`src/rtl/aes_sbox_stream_ctrl_pkg.sv`:
```
// Constants and sizing helpers shared by the masked AES S-box wrapper and its
// stream controller.
package aes_sbox_stream_ctrl_pkg;

    localparam int SBOX_LATENCY_DEFAULT = 4;
    localparam int SHARES_DEFAULT       = 2;

    // Bits needed to hold any count from 0 up to max_val inclusive.
    function automatic int cnt_width(input int max_val);
        return $clog2(max_val + 1);
    endfunction

    function automatic int ptr_width(input int depth);
        return (depth > 1) ? $clog2(depth) : 1;
    endfunction

endpackage

```
`src/rtl/aes_sbox_stream_ctrl_fifo.sv`:
```
// Share-preserving circular FIFO: each entry holds all shares of one byte,
// and they are stored and returned untouched.
module shared_byte_fifo
    import aes_sbox_stream_ctrl_pkg::*;
#(
    parameter int SHARES = 2,
    parameter int DEPTH  = 6
) (
    input  logic                          clk_i,
    input  logic                          rst_ni,
    input  logic                          wr_en_i,
    input  logic [8*SHARES-1:0]           wr_data_i,
    input  logic                          rd_en_i,
    output logic [8*SHARES-1:0]           rd_data_o,
    output logic [cnt_width(DEPTH)-1:0]   occ_o
);

    localparam int W     = 8 * SHARES;
    localparam int CNT_W = cnt_width(DEPTH);
    localparam int PTR_W = ptr_width(DEPTH);
    localparam logic [PTR_W-1:0] LAST = PTR_W'(DEPTH - 1);

    logic [W-1:0]     mem_q [DEPTH];
    logic [W-1:0]     mem_d [DEPTH];
    logic [PTR_W-1:0] wptr_q, wptr_d, rptr_q, rptr_d;
    logic [CNT_W-1:0] occ_q, occ_d;

    // Pointers wrap explicitly so non-power-of-two depths work.
    always_comb begin
        mem_d  = mem_q;
        wptr_d = wptr_q;
        rptr_d = rptr_q;
        occ_d  = occ_q;
        if (wr_en_i) begin
            mem_d[wptr_q] = wr_data_i;
            wptr_d = (wptr_q == LAST) ? '0 : wptr_q + PTR_W'(1);
        end
        if (rd_en_i) begin
            rptr_d = (rptr_q == LAST) ? '0 : rptr_q + PTR_W'(1);
        end
        case ({wr_en_i, rd_en_i})
            2'b10:   occ_d = occ_q + CNT_W'(1);
            2'b01:   occ_d = occ_q - CNT_W'(1);
            default: occ_d = occ_q;
        endcase
    end

    always_ff @(posedge clk_i or negedge rst_ni) begin
        if (!rst_ni) begin
            for (int i = 0; i < DEPTH; i++) mem_q[i] <= '0;
            wptr_q <= '0;
            rptr_q <= '0;
            occ_q  <= '0;
        end else begin
            mem_q  <= mem_d;
            wptr_q <= wptr_d;
            rptr_q <= rptr_d;
            occ_q  <= occ_d;
        end
    end

    assign rd_data_o = mem_q[rptr_q];
    assign occ_o     = occ_q;

    a_no_write_when_full: assert property (@(posedge clk_i) disable iff (!rst_ni)
        !(wr_en_i && (occ_q == CNT_W'(DEPTH))));

endmodule

```
`src/rtl/aes_sbox_stream_ctrl.sv`:
```
// Feeds a masked pipelined AES S-box one shared byte per cycle and buffers its
// results; credits cover in-flight bytes so no result is ever dropped.
module aes_sbox_stream_ctrl
    import aes_sbox_stream_ctrl_pkg::*;
#(
    parameter int SHARES       = SHARES_DEFAULT,
    parameter int SBOX_LATENCY = SBOX_LATENCY_DEFAULT,
    parameter int FIFO_DEPTH   = 6
) (
    input  logic                  ClkxCI,
    input  logic                  RstxBI,
    input  logic                  InValidxSI,
    output logic                  InReadyxSO,
    input  logic [8*SHARES-1:0]   _InDataxDI,
    output logic [8*SHARES-1:0]   _SboxInxDO,
    input  logic [8*SHARES-1:0]   _SboxOutxDI,
    output logic                  OutValidxSO,
    input  logic                  OutReadyxSI,
    output logic [8*SHARES-1:0]   _OutDataxDO,
    output logic                  BusyxSO
);

    localparam int CNT_W = cnt_width(FIFO_DEPTH);
    localparam int SUM_W = CNT_W + 1;

    logic [SBOX_LATENCY-1:0] vld_pipe_q, vld_pipe_d;
    logic [CNT_W-1:0]        inflight_q, inflight_d;
    logic [CNT_W-1:0]        occ, occ_d;
    logic                    in_ready_q, in_ready_d;
    logic                    accept, capture, dequeue;

    assign accept  = InValidxSI & in_ready_q;
    assign capture = vld_pipe_q[SBOX_LATENCY-1];
    assign dequeue = OutValidxSO & OutReadyxSI;

    // Ready is registered from next-cycle credits, which equals the credit
    // check on current state while keeping it low throughout reset.
    always_comb begin
        vld_pipe_d = SBOX_LATENCY'({vld_pipe_q, accept});
        inflight_d = inflight_q + CNT_W'(accept) - CNT_W'(capture);
        occ_d      = occ;
        if (capture && !dequeue) begin
            occ_d = occ + CNT_W'(1);
        end else if (!capture && dequeue) begin
            occ_d = occ - CNT_W'(1);
        end
        in_ready_d = (SUM_W'(occ_d) + SUM_W'(inflight_d)) < SUM_W'(FIFO_DEPTH);
    end

    always_ff @(posedge ClkxCI or negedge RstxBI) begin
        if (!RstxBI) begin
            vld_pipe_q <= '0;
            inflight_q <= '0;
            in_ready_q <= 1'b0;
        end else begin
            vld_pipe_q <= vld_pipe_d;
            inflight_q <= inflight_d;
            in_ready_q <= in_ready_d;
        end
    end

    // Zero the S-box input on idle cycles so stale shares are never re-presented.
    assign _SboxInxDO = accept ? _InDataxDI : '0;

    shared_byte_fifo #(
        .SHARES (SHARES),
        .DEPTH  (FIFO_DEPTH)
    ) u_fifo (
        .clk_i     (ClkxCI),
        .rst_ni    (RstxBI),
        .wr_en_i   (capture),
        .wr_data_i (_SboxOutxDI),
        .rd_en_i   (dequeue),
        .rd_data_o (_OutDataxDO),
        .occ_o     (occ)
    );

    assign InReadyxSO  = in_ready_q;
    assign OutValidxSO = (occ != '0);
    assign BusyxSO     = (inflight_q != '0) | (occ != '0);

endmodule
```
`config.mk`:
```
export PLATFORM = sky130hd
export DESIGN_NAME = aes_sbox_stream_ctrl
export DESIGN_NICKNAME = d
export VERILOG_FILES = /design/src/rtl/aes_sbox_stream_ctrl_pkg.sv /design/src/rtl/aes_sbox_stream_ctrl_fifo.sv /design/src/rtl/aes_sbox_stream_ctrl.sv
export SDC_FILE = /design/constraint.sdc
export NUM_CORES = 1
export LEC_CHECK = 0
export CORE_MARGIN = 2
export CORE_UTILIZATION = 40
export CTS_CLUSTER_SIZE = 12
export DETAILED_ROUTE_END_ITERATION = 8
export PLACE_DENSITY = 0.67
export SETUP_SLACK_MARGIN = 0.4
export SYNTH_ARGS = -nofsm -noshare
export SYNTH_HDL_FRONTEND = slang
export SYNTH_SLANG_ARGS = --single-unit
```
`constraint.sdc`:
```
create_clock -name ClkxCI -period 2.81 [get_ports ClkxCI]
set_clock_uncertainty 0.2 [all_clocks]
set_input_delay 0.4215 -clock ClkxCI [delete_from_list [all_inputs] [get_ports ClkxCI]]
set_output_delay 0.4215 -clock ClkxCI [all_outputs]
set_load 0.02 [all_outputs]
```
# == Yosys cells after proc, flatten, opt, wreduce, memory -nomap -nowiden ==
# Cells that the tools add are included.
# word_totals
n_memories,0
mem_bits_ro,0
latch_bits,0
out_inout_bits,35
in_bits,36
ramBits,0
ff_bits,113
# classes
n_lt_le_gt_ge,4
reduce_logical,8
div_mod_pow,0
eq_ne,4
n_mux,12
shift,0
bitwise_logic,5
mul,0
add_sub_neg,7
# op_table
cell,n
96-bit bitwise mux,1
16-bit two-way mux,4
16-bit binary-select mux with 3-bit select,1
16-bit demux with 3-bit select,1
3-bit two-way mux,4
3-bit by 1-bit adder with 3-bit output (second input constant),3
4-bit >= comparator (second input constant),2
3-bit inverter with 4-bit output,2
3-bit == test (second input constant),2
3-bit one-hot mux with 2 select lines,1
3-bit nonzero test,2
3-bit by 3-bit adder with 4-bit output,1
4-bit by 1-bit < comparator with 1-bit output (second input constant),1
4-bit by 3-bit < comparator with 1-bit output (second input constant),1
3-bit by 1-bit adder with 3-bit output,1
1-bit logical AND,3
3-bit by 1-bit subtractor with 3-bit output,1
3-bit by 1-bit subtractor with 3-bit output (second input constant),1
1-bit AND,2
2-bit by 1-bit == test with 1-bit output (second input constant),1
2-bit == test (second input constant),1
1-bit logical NOT,2
2-bit nonzero test,1
1-bit bitwise OR,1

# == Logic depth before layout (Yosys ltp) ==
# Gate-level depths: netlist (run 1).
# depth
ltp_word,7
depth_mapped,13
ltp_nobuf,13

# == Cells and area by module ==
# A second synthesis (run 1) with hierarchy kept.
# hier_totals
cells_unflattened,399
hier_area_um2,5496.5
# by_module_without_submodules
mod,cells_each,instances,area_each_um2,seq_area_each_um2
shared_byte_fifo,333,1,4813.4,2627.5
aes_sbox_stream_ctrl,66,1,683.2,200.2

# == Worst setup path before layout (run 1) ==
# Ideal clock, no wire load.
# synth_path
kind,register to register
start,register in_ready_q (netlist: InReadyxSO)
end,register in_ready_q (netlist: InReadyxSO)
path_stages_with_launch,13
setup_time_ps,82
arrival_time_ps,2814
slack_ps,-286
path_cell_list,dfrtp_1 clkbuf_1 nand2_1 ha_1 inv_1 ha_1 fa_1 xnor2_1 xnor2_1 ha_1 xor2_1 a221o_1 a31oi_1
# synth_via
elab_chain_cells,5
# synth_lines
element,line,text
start: declaration,aes_sbox_stream_ctrl.sv:29,"logic in_ready_q, in_ready_d;"
start signal: assignment,aes_sbox_stream_ctrl.sv:58,in_ready_q <= in_ready_d;
1-bit AND,aes_sbox_stream_ctrl.sv:32,assign accept = InValidxSI & in_ready_q;
3-bit by 1-bit adder with 3-bit output,aes_sbox_stream_ctrl.sv:40,inflight_d = inflight_q + CNT_W'(accept) - CNT_W'(capture);
3-bit by 1-bit subtractor with 3-bit output,aes_sbox_stream_ctrl.sv:40,
named net inflight_d[2],aes_sbox_stream_ctrl.sv:27,"logic [CNT_W-1:0] inflight_q, inflight_d;"
3-bit by 3-bit adder with 4-bit output,aes_sbox_stream_ctrl.sv:47,in_ready_d = (SUM_W'(occ_d) + SUM_W'(inflight_d)) < SUM_W'(FIFO_DEPTH);
4-bit by 3-bit < comparator with 1-bit output,aes_sbox_stream_ctrl.sv:47,
named net in_ready_d,aes_sbox_stream_ctrl.sv:29,
# The timed path passes the listed nets, and every way through them passes these cells.
# A chain may end at the register's enable or synchronous reset.

# == Final worst setup path (run 1) ==
# Ends and elaborated chain as after synthesis.

==> results.md, run 1 <==
* CP Class: flop to flop
* CTS H-tree lvls at 4
* Sequential fraction of the synthesis area at 0.521
* Initial antenna violation count at 0
* Met2 usage at 0.279
* Fin util at 0.564
* FFs w/ async S/R, synth at 1.00
* Status: finished, final reports clean
* Largest area contributor in the netlist: dfrtp_1
* Gpl congestion at 0.728
* Critical path required time at 2.94 ns
* Yosys cell types at 34
* GRT Total Usage at 0.175
* Setup crit end kind: flop
* Hold/Removal Path Class: flop to flop
* Post-synth top area share at 0.521
* Worst r2r src: InReadyxSO
* Number of max-cap violations at 0
* Worst-Skew Late Latency at 0.41 ns
* GRT Max-Usage Layer: met2
* TritonCTS Buffers at 17
* Relative max-transition margin at 0.636
* Synthesized area at about 5400 um2
* Sequential share of power at 0.303
* Cell with the most instances after synthesis: dfrtp_1
* First-pass iteration count of the detailed router at 5
* Cell total after placement at around 650
* CP Launch Point: InReadyxSO
* Min Tclk post-route at 2.77 ns
* #FFs+latches synth at 113
* Switching Share at 0.340
* Fill cells at 1126
* Final cell count without fillers at 701
* Worst Max-Slew Pin Slew at 0.546 ns
* VDD IR max at 689 uV
* Worst-path maximum fanout at 2
* CORE AREA at 13200 um2
* Initial DRC count at 115
* Ports at 71
* Comb pwr share at 0.493
* Clock Tree Buf Depth at 2
* Number of global-route vias before repair at 3649
* # nets final at 562
* CTS clk-pin slew, worst paths at 0.05 ns
* Primary FF master, synth: dfrtp_1
* First-pass GRT wire length at 19100 um
* Syn. warnings at 0
* Layout area overhead at 37.7%
* Die H at 120 um
* RSZ-0062 raised after global routing: yes
* Vias post-DR at 3675
* Cell depth of the worst flop-to-flop path at 11
* Layout cell share with drive strength beyond 1 at 0.434
* Startpoint types: flop
* Die ar. at 14500 um2
* CP endpoint: InReadyxSO
* Post-DR vias/cell at 5.24
* Detail Route Antenna Nets at 0
* Mapped Nets at 444
* Highest clock rate at between 300 and 400 MHz
* Die W at 120 um
* Met3 global-route usage at 0.0509
* Row cnt at 42
* Final worst-path cycle share at 0.985
* Synth Instances at 396
* Ant. Diodes at 0
* Synth cell count leaders: dfrtp_1, mux2_2, mux2i_1
* WL/cell at 17.9 um
* Syn avg cell area at 13.7 um2
* Final WL at 12600 um
* CTS sink count at roughly 110
* Psw at 3.34 mW
* R2r endpoint: InReadyxSO
* Port-buffer cells at 70
* Initial Utilization at 0.410
* Cell area after layout at 7470 um2
* Clock power share at 0.204
* Hold Vio Cnt, Final at 0
* Number of remaining DRC errors at 0
* Final setup vio count at 0
* Setup tns final at 0 ns
* Met1 Track Usage GR at 0.223
* P_int at 6.47 mW
* Crit path DAT at ~2.9 ns
* CTS tree: yes
* Gr ovfl total at 0
* Largest net degree at the start of global routing at 56
* Post-synth EDFFs at 0
* Hold_sp: vld_pipe_q[2]
* R2R setup slack at 0.04 ns
* Synth top area cells: dfrtp_1, mux2_2, mux2i_1
* Final slew viol count at 0
* DP Area at about 6500 um2
* Pwr dens at 1310 nW/um2
* Clock Root Buffer: clkbuf_16
* P_leak at ~3.6 nW
* Hpwl dp at 7610 um
-- cell families after synthesis --
logic type | count (synthesis) | share of synthesized area
AOI/OAI and AO/OA | 39 | 0.0487
buffers and inverters | 33 | 0.0339
and+or+nand+nor | 43 | 0.0581
DFF | 113 | 0.521
adders and majority gates | 12 | 0.0304
muxes | 147 | 0.293
xor gates and xnor gates | 9 | 0.0145
-- stage by stage --
step | power [mW] | hold WS [ns] | setup WS [ns]
6_report | 9.81 | 0.152 | 0.0412
5_1_grt | 10.4 | 0.163 | -0.0737
4_1_cts | 9.23 | 0.159 | 0.0445
3_5_place_dp | 7.04 | 0.137 | -0.534
3_3_place_gp | 6.87 | 0.142 | -0.479
2_1_floorplan | 5.68 | -0.0741 | -0.108
-- registers in the layout, indices dropped and copies added, names as in the netlist --
| register | cells |
|---|---|
| u_fifo.rptr_q | 3 |
| u_fifo.wptr_q | 3 |
| vld_pipe_q | 4 |
| u_fifo.mem_q | 96 |
| InReadyxSO | 1 |
| u_fifo.occ_o | 3 |
| inflight_q | 3 |
-- power by group through the flow --
stage | combinational (mW) | clock, mW | sequential [mW]
final | 4.84 | 2.00 | 2.97
after global placement | 3.98 | 0 | 2.90
after detailed placement | 4.08 | 0 | 2.95
after global routing | 5.20 | 2.12 | 3.07
after CTS | 4.24 | 2.04 | 2.95
after floorplan | 2.90 | 0 | 2.78
-- how the worst min path moves through the flow --
stage	to	slack [ns]	depth (start not counted)
finish	vld_pipe_q[3]	0.15	0
global route	vld_pipe_q[1]	0.16	0
CTS	vld_pipe_q[3]	0.16	0
detailed placement	vld_pipe_q[3]	0.14	0
global placement	vld_pipe_q[3]	0.14	0
floorplan	InReadyxSO	-0.07	0
-- final cells by class --
| cell class | count | area (um2) | area share |
|---|---|---|---|
| multi-input combinational | 250 | 2560 | 0.343 |
| clock inverter | 6 | 55.1 | 0.00737 |
| tap | 176 | 220 | 0.0295 |
| timing repair buffer | 122 | 1260 | 0.169 |
| inverter | 10 | 42.5 | 0.00569 |
| clock buffer | 24 | 502 | 0.0671 |
| sequential | 113 | 2830 | 0.379 |
-- repair_timing --
action / in CTS / in global routing
endpoints found under the hold margin: 39 / 0
pin swaps: 6 / 20
setup endpoints to repair: 35 / 21
resized for setup: 100 / 64
gates cloned: 2 / 4
hold buffers: 1 / 0
setup buffers: 6 / 13
-- worst max-delay path, stage by stage (launching register included) --
cell     delay, ns
dfrtp_2       0.37
nand2_4       0.06
ha_4          0.25
inv_1         0.04
ha_2          0.17
fa_2          0.35
xnor2_2       0.17
xnor2_2       0.23
ha_4          0.24
xor2_1        0.16
a221o_1       0.32
a31oi_1       0.13
-- cells in the final DEF (no fill, tap or decap), types with 2 or more instances in the layout --
master	instances
o22a_1	16
buf_12	5
mux2i_1	48
buf_16	2
xnor2_2	2
inv_2	3
buf_4	51
buf_6	3
inv_1	6
mux2i_2	3
clkbuf_8	5
o21ai_1	12
clkbuf_1	2
nand2b_4	2
clkbuf_16	21
xnor2_1	3
and3_1	16
nor4b_4	2
buf_2	3
clkinv_2	5
nand2_1	8
nand4b_2	2
ha_4	4
o21ai_2	4
ha_2	2
mux2_2	95
clkdlybuf4s50_1	38
dfrtp_2	2
fa_2	2
o21ai_0	3
dfrtp_1	111
dlymetal6s2s_1	13
nor2_1	2
ha_1	4
nand2_4	3
xor2_1	4
-- routing by layer --
metal  up-vias  part of all wire  wire [um]
li1       1675                 -          -
met2        67              0.51       6430
met5         -                 0          0
met4         0             0.014        177
met3        15             0.036        455
met1      1918              0.44       5490
(Power assumes the default switching activity.)
==> run 2: changes to the inputs <==
--- a/config.mk
+++ b/config.mk
@@ -5,10 +5,12 @@
 export SDC_FILE = /design/constraint.sdc
 export NUM_CORES = 1
 export LEC_CHECK = 0
+export CAP_MARGIN = 10
 export CORE_MARGIN = 2
 export CORE_UTILIZATION = 40
 export CTS_CLUSTER_SIZE = 12
 export DETAILED_ROUTE_END_ITERATION = 8
+export GPL_ROUTABILITY_DRIVEN = 0
 export PLACE_DENSITY = 0.67
 export SETUP_SLACK_MARGIN = 0.4
 export SYNTH_ARGS = -nofsm -noshare
==> results of run 2 <==
The final DEF is identical to that of run 1; final timing and power are the same.
